--- src/rtl/lift_shaft_model_pkg.sv ---
// Shared types, direction encoding and sensor decode helpers for the lift shaft plant model.
package lift_pkg;

    typedef enum logic [1:0] {
        AT_FLOOR = 2'd0,
        GAP1     = 2'd1,
        MID      = 2'd2,
        GAP2     = 2'd3
    } shaft_state_e;

    localparam logic DIR_UP = 1'b1;
    localparam logic DIR_DN = 1'b0;

    // Sensor vectors are decoded at full width and then sized down by the caller.
    localparam int OH_IW = 5;
    localparam int OH_W  = 32;

    function automatic logic [OH_W-1:0] onehot(input logic [OH_IW-1:0] idx);
        logic [OH_W-1:0] vec;
        vec      = '0;
        vec[idx] = 1'b1;
        return vec;
    endfunction

    function automatic int pos_width(input int n);
        return (n > 1) ? $clog2(n) : 1;
    endfunction

endpackage

--- src/rtl/lift_shaft_model_travel_timer.sv ---
// Loadable down-counter pacing each traversal phase; done is high whenever the count sits at zero.
module lift_travel_timer
    import lift_pkg::*;
#(
    parameter int W = 3
) (
    input  logic         clk,
    input  logic         rst_n,
    input  logic         load_i,
    input  logic [W-1:0] load_val_i,
    output logic         done_o
);

    logic [W-1:0] count_q;
    logic [W-1:0] count_d;

    always_comb begin
        count_d = count_q;
        if (load_i) begin
            count_d = load_val_i;
        end else if (count_q != '0) begin
            count_d = count_q - W'(1);
        end
    end

    always_ff @(posedge clk or negedge rst_n) begin
        if (!rst_n) begin
            count_q <= '0;
        end else begin
            count_q <= count_d;
        end
    end

    assign done_o = (count_q == '0);

endmodule

--- config.mk ---
export PLATFORM = sky130hd
export DESIGN_NAME = lift_travel_timer
export DESIGN_NICKNAME = d
export VERILOG_FILES = /design/src/rtl/lift_shaft_model_pkg.sv /design/src/rtl/lift_shaft_model_travel_timer.sv
export SDC_FILE = /design/constraint.sdc
export NUM_CORES = 1
export LEC_CHECK = 0
export CELL_PAD_IN_SITES_DETAIL_PLACEMENT = 1
export CELL_PAD_IN_SITES_GLOBAL_PLACEMENT = 1
export CORE_AREA = 5 5 42 44
export DETAILED_ROUTE_END_ITERATION = 6
export DIE_AREA = 0 0 47 49
export GPL_TIMING_DRIVEN = 0
export PLACE_DENSITY = 0.46
export SYNTH_ARGS = -nofsm -noshare
export SYNTH_HDL_FRONTEND = slang
export SYNTH_SLANG_ARGS = --single-unit
--- constraint.sdc ---
create_clock -name clk -period 3.4 [get_ports clk]
set_input_delay 0.85 -clock clk [delete_from_list [all_inputs] [get_ports clk]]
set_output_delay 0.85 -clock clk [all_outputs]
set_load 0.03 [all_outputs]
== Word-level counts from Yosys, hierarchy flattened ==
Index checks and enable logic that the tools add are counted.
Widths: inputs -> output; s select.

* $add $sub $neg: 1
* $mul: 0
* Divide/modulo/power cells: 0
* $lt $le $gt $ge: 0
* Eq/ne operators: 0
* Shifts and indexed selects: 0
* Multiplexer cells: 2
* Bitwise operators: 0
* Reductions and logical operators: 3

{| class="wikitable"
|+ Operator list
! kind !! count
|-
| $mux 3 || 2
|-
| $logic_not 3->1 || 1
|-
| $reduce_bool 3->1 || 1
|-
| $sub 3x1->3 const B || 1
|-
| $reduce_bool 2->1 || 1
|}

* Bits in registers: 3
* Latch bits: 0
* Bits in writable memories: 0
* Bits in read-only memories: 0
* Bits of input ports: 6
* Output and inout port bits: 1
* Word-level logic and storage cells: 7
* Memories: 0

== Depth between registers and ports, before layout ==
* Depth after elaboration: 3
* Depth in mapped cells: 4
* Mapped depth without buffers: 4

== Worst setup path after synthesis ==
OpenSTA, ideal clock, no wires.

* Path type: reg2out
* Start: register count_q[0]
* End: output done_o
* Arrival: 894 ps
* Data required time: 2550 ps
* Path slack: 1656 ps
* Stages on the path, launching flop included: 5
* Buffers on the path: 0
* Path through: dfrtp_1 > inv_1 > ha_1 > nand2b_1 > inv_1

* Longest elaborated chain between the ends: 1

{| class="wikitable"
|+ Ends and longest elaborated chain
! what !! RTL line !! source
|-
| start, declared || lift_shaft_model_travel_timer.sv:14 || <nowiki>logic [W-1:0] count_q;</nowiki>
|-
| start signal, assigned || lift_shaft_model_travel_timer.sv:30 || <nowiki>count_q <= count_d;</nowiki>
|-
| $logic_not 3->1 || lift_shaft_model_travel_timer.sv:34 || <nowiki>assign done_o = (count_q == '0);</nowiki>
|-
| end, declared || lift_shaft_model_travel_timer.sv:11 || <nowiki>output logic done_o</nowiki>
|}

No other way between the ends.

== Worst setup path after layout ==
Same ends and word-level chain as after synthesis.

==> key figures <==
Status
  – Status: completed

Global route
  – Initial antenna violation count: 0
  – Largest net degree at the start of global routing: 8
  – Remaining Overflow, GRT: 0
  – Via count of the first global-routing pass: 207
  – Global-route wire length before repair: 855 um
  – All-Layer GR Usage: 5.29%

STA
  – Setup violation total in the final timing report: 0
  – Clock Skews: 0.00331 ns
  – Slew Limit Headroom: 79.4%
  – Final Cycle Share: 76.0%
  – Measured slew at the worst slew-check pin: 0.308 ns
  – Hold violation total from the final report: 0
  – Setup TNS Final: 0 ns
  – RSZ-0062 raised after global routing: false
  – Final critical delay including setup and external delays: 2.58 ns
  – Slew Viols, Final: 0
  – Peak Freq: 387 MHz

Yosys
  – Cell count after synthesis: 21
  – #FFs+latches synth: 3
  – Post-synth net total: 29
  – Yosys synthesis warning count: 0
  – Count of cell types in the netlist: 10
  – Mapped cell area: ~200 um^2
  – Part of the Yosys area used for sequential elements: 37.5%
  – Per-instance average area after synthesis: between 9 and 10 um^2

Clock tree
  – Post_cts resized: 0
  – Max Root-Sink Buffers: 2
  – Clk pin slew, worst setup/hold paths: 0.03 ns
  – Root buffer selected by CTS: clkbuf_4
  – Clock latency of the later-clocked register in the worst-skew pair: 0.23 ns
  – CTS buffer count: 3
  – Clock net sink count: 3
  – Depth of the CTS H-tree: 1
  – Hold buffer count at cts: 0
  – Number of setup buffers added after CTS: 0
  – Clock tree from TritonCTS: done

Drt
  – Drt first-iter violations: 4
  – DRC violation count after routing: 0
  – Sum of met3 wire segment lengths after detailed routing: between 20 and 30 um
  – Detail-routed via count per cell: 3.94
  – Length of routed wiring on met1: roughly 210 um
  – Wire length on met2: 226 um
  – Via count: 185
  – Top sig layer: met3
  – Initial DRT Pass Iterations: 3
  – Final routed wirelength across all metal layers: 469 um
  – Wire length per cell after detailed routing: 9.98 um
  – Number of nets with antenna violations after routing: 0

Placed design
  – Total half-perimeter wirelength after legalization and detailed placement: between 300 and 400 um
  – Post-Place Cells: 43
  – RD Place Congestion: 0.694
  – IO Port Bufs: 6

Setup path
  – Largest fanout on the critical path: 4
  – Signal arrival time at the worst endpoint: 1.73 ns
  – Critical path launch point type: flop
  – Critical Path, Cell by Cell: inv_1 -> ha_1 -> nand2b_1 -> inv_1 -> clkdlybuf4s50_1
  – CP Capture Type: output port
  – Critical Path Most Common Cell: inv_1
  – Largest stage delay on the critical path: 0.66 ns
  – Setup Crit Path Kind: reg -> out
  – Library cell contributing the largest single delay on the critical path: clkdlybuf4s50_1
  – Crit path required time: about 2.6 ns

Power and ir drop
  – Pwr Density: 461 nW/um^2
  – Maximum resistive drop on vdd: 0.227 mV
  – Static leakage power: between 0.0001 and 0.00015 uW

Run
  – MaxCap Viol Count: 0

Layout
  – Largest register FFs: 3
  – Share of cells above drive strength 1: around a tenth
  – Layout Cells excl Fill: 47
  – Area growth from synthesis to layout: 53.1%
  – Largest regs: count_q (3)
  – Total of fill cells in the finished design: 179
  – Largest reg by FF count: count_q
  – Number of antenna diodes: 0
  – Number of nets in the finished design: 40

Die
  – Die H: 49 um
  – Ports placed on the boundary: 7
  – Effective utilization at floorplan: between 10 and 15%
  – Row count: 14
  – Horizontal die dimension: 47 um
  – Area of the die: ~2300 um^2
  – Placeable core region: 1400 um^2

Worst hold path
  – Worst min-delay path class: reg -> reg
## final cells by class
cell class,instances,area [um^2],share of cell area [%]
Multi-Input combinational cell,13,106,34.7
Sequential cell,3,75.1,24.5
Timing Repair Buffer,6,60.1,19.6
Clock buffer,4,26.3,8.57
Tap cell,16,20.0,6.53
Inverter,5,18.8,6.12
## critical path: cells and delay by family (launching register included)
family        cells  cell delay, ns
fa+ha+maj         1            0.20
flops             1            0.37
simple gates      1            0.12
buf+inv           3            0.81
## cells in the mapped netlist
cell | number | share of area, %
dfrtp_1 | 3 | 37
nor2b_1 | 3 | 9.4
nand2b_1 | 2 | 6.2
nor4b_1 | 2 | 8.8
or3b_1 | 1 | 4.4
inv_1 | 5 | 9.4
a31oi_1 | 1 | 3.1
ha_1 | 2 | 12
a221oi_1 | 1 | 4.4
a311oi_1 | 1 | 4.4
## per-stage QoR
stage | util (%) | total power [uW] | cell area [um^2] | hold slack, ns | setup slack [ns]
floorplan | - | 66.1 | 200 | 0.554 | 1.66
global placement | 20.0 | 80.7 | 280 | 0.634 | 1.06
detailed placement | 20.0 | 81.2 | 280 | 0.614 | 1.04
CTS | 21.9 | 146 | 307 | 0.631 | 0.777
global route | 21.9 | 155 | 307 | 0.681 | 0.683
finish | 21.9 | 141 | 307 | 0.634 | 0.816
## path summary, 6_finish.rpt
kind	start	to	slack, ns	cells after the start
worst max-delay path	count_q[0]	done_o	0.82	5
worst min-delay path	count_q[0]	count_q[0]	0.63	2
worst max register to register	count_q[0]	count_q[2]	2.09	4
worst min register to register	count_q[0]	count_q[0]	0.63	2
max in group asynchronous	rst_n	count_q[0]	2.46	1
min in group asynchronous	rst_n	count_q[1]	0.80	1
## layer usage
layer  track usage (%)  vias up
met2              7.47        7
met3              3.32        0
li1                  -       91
met4              2.76        0
met5                 0        -
met1              5.95       87
## layout by cell type, fill, tap and decap left out, drive strengths merged
cell type / synthesis / final
nor2b: 3 / 3
or3b: 1 / 1
clkbuf: 0 / 4
clkdlybuf4s50: 0 / 6
a31oi: 1 / 1
a221oi: 1 / 1
inv: 5 / 5
ha: 2 / 2
nand2b: 2 / 2
a311oi: 1 / 1
dfrtp: 3 / 3
nor4b: 2 / 2
## cells by family (layout without fill, tap and decap cells)
group | after synthesis | after routing | synth area share [%]
simple gates | 8 | 8 | 28.8
flops | 3 | 3 | 37.5
fa+ha+maj | 2 | 2 | 12.5
compound gates | 3 | 3 | 11.9
buf+inv | 5 | 15 | 9.38
## power breakdown
group	switching (uW)	internal, uW	total, uW
Clock	17.7	43.9	61.7
Sequential	4.55	41.7	46.3
Combinational	15.4	18.0	33.4
Total	37.7	104	141
(Power assumes the default switching activity.)
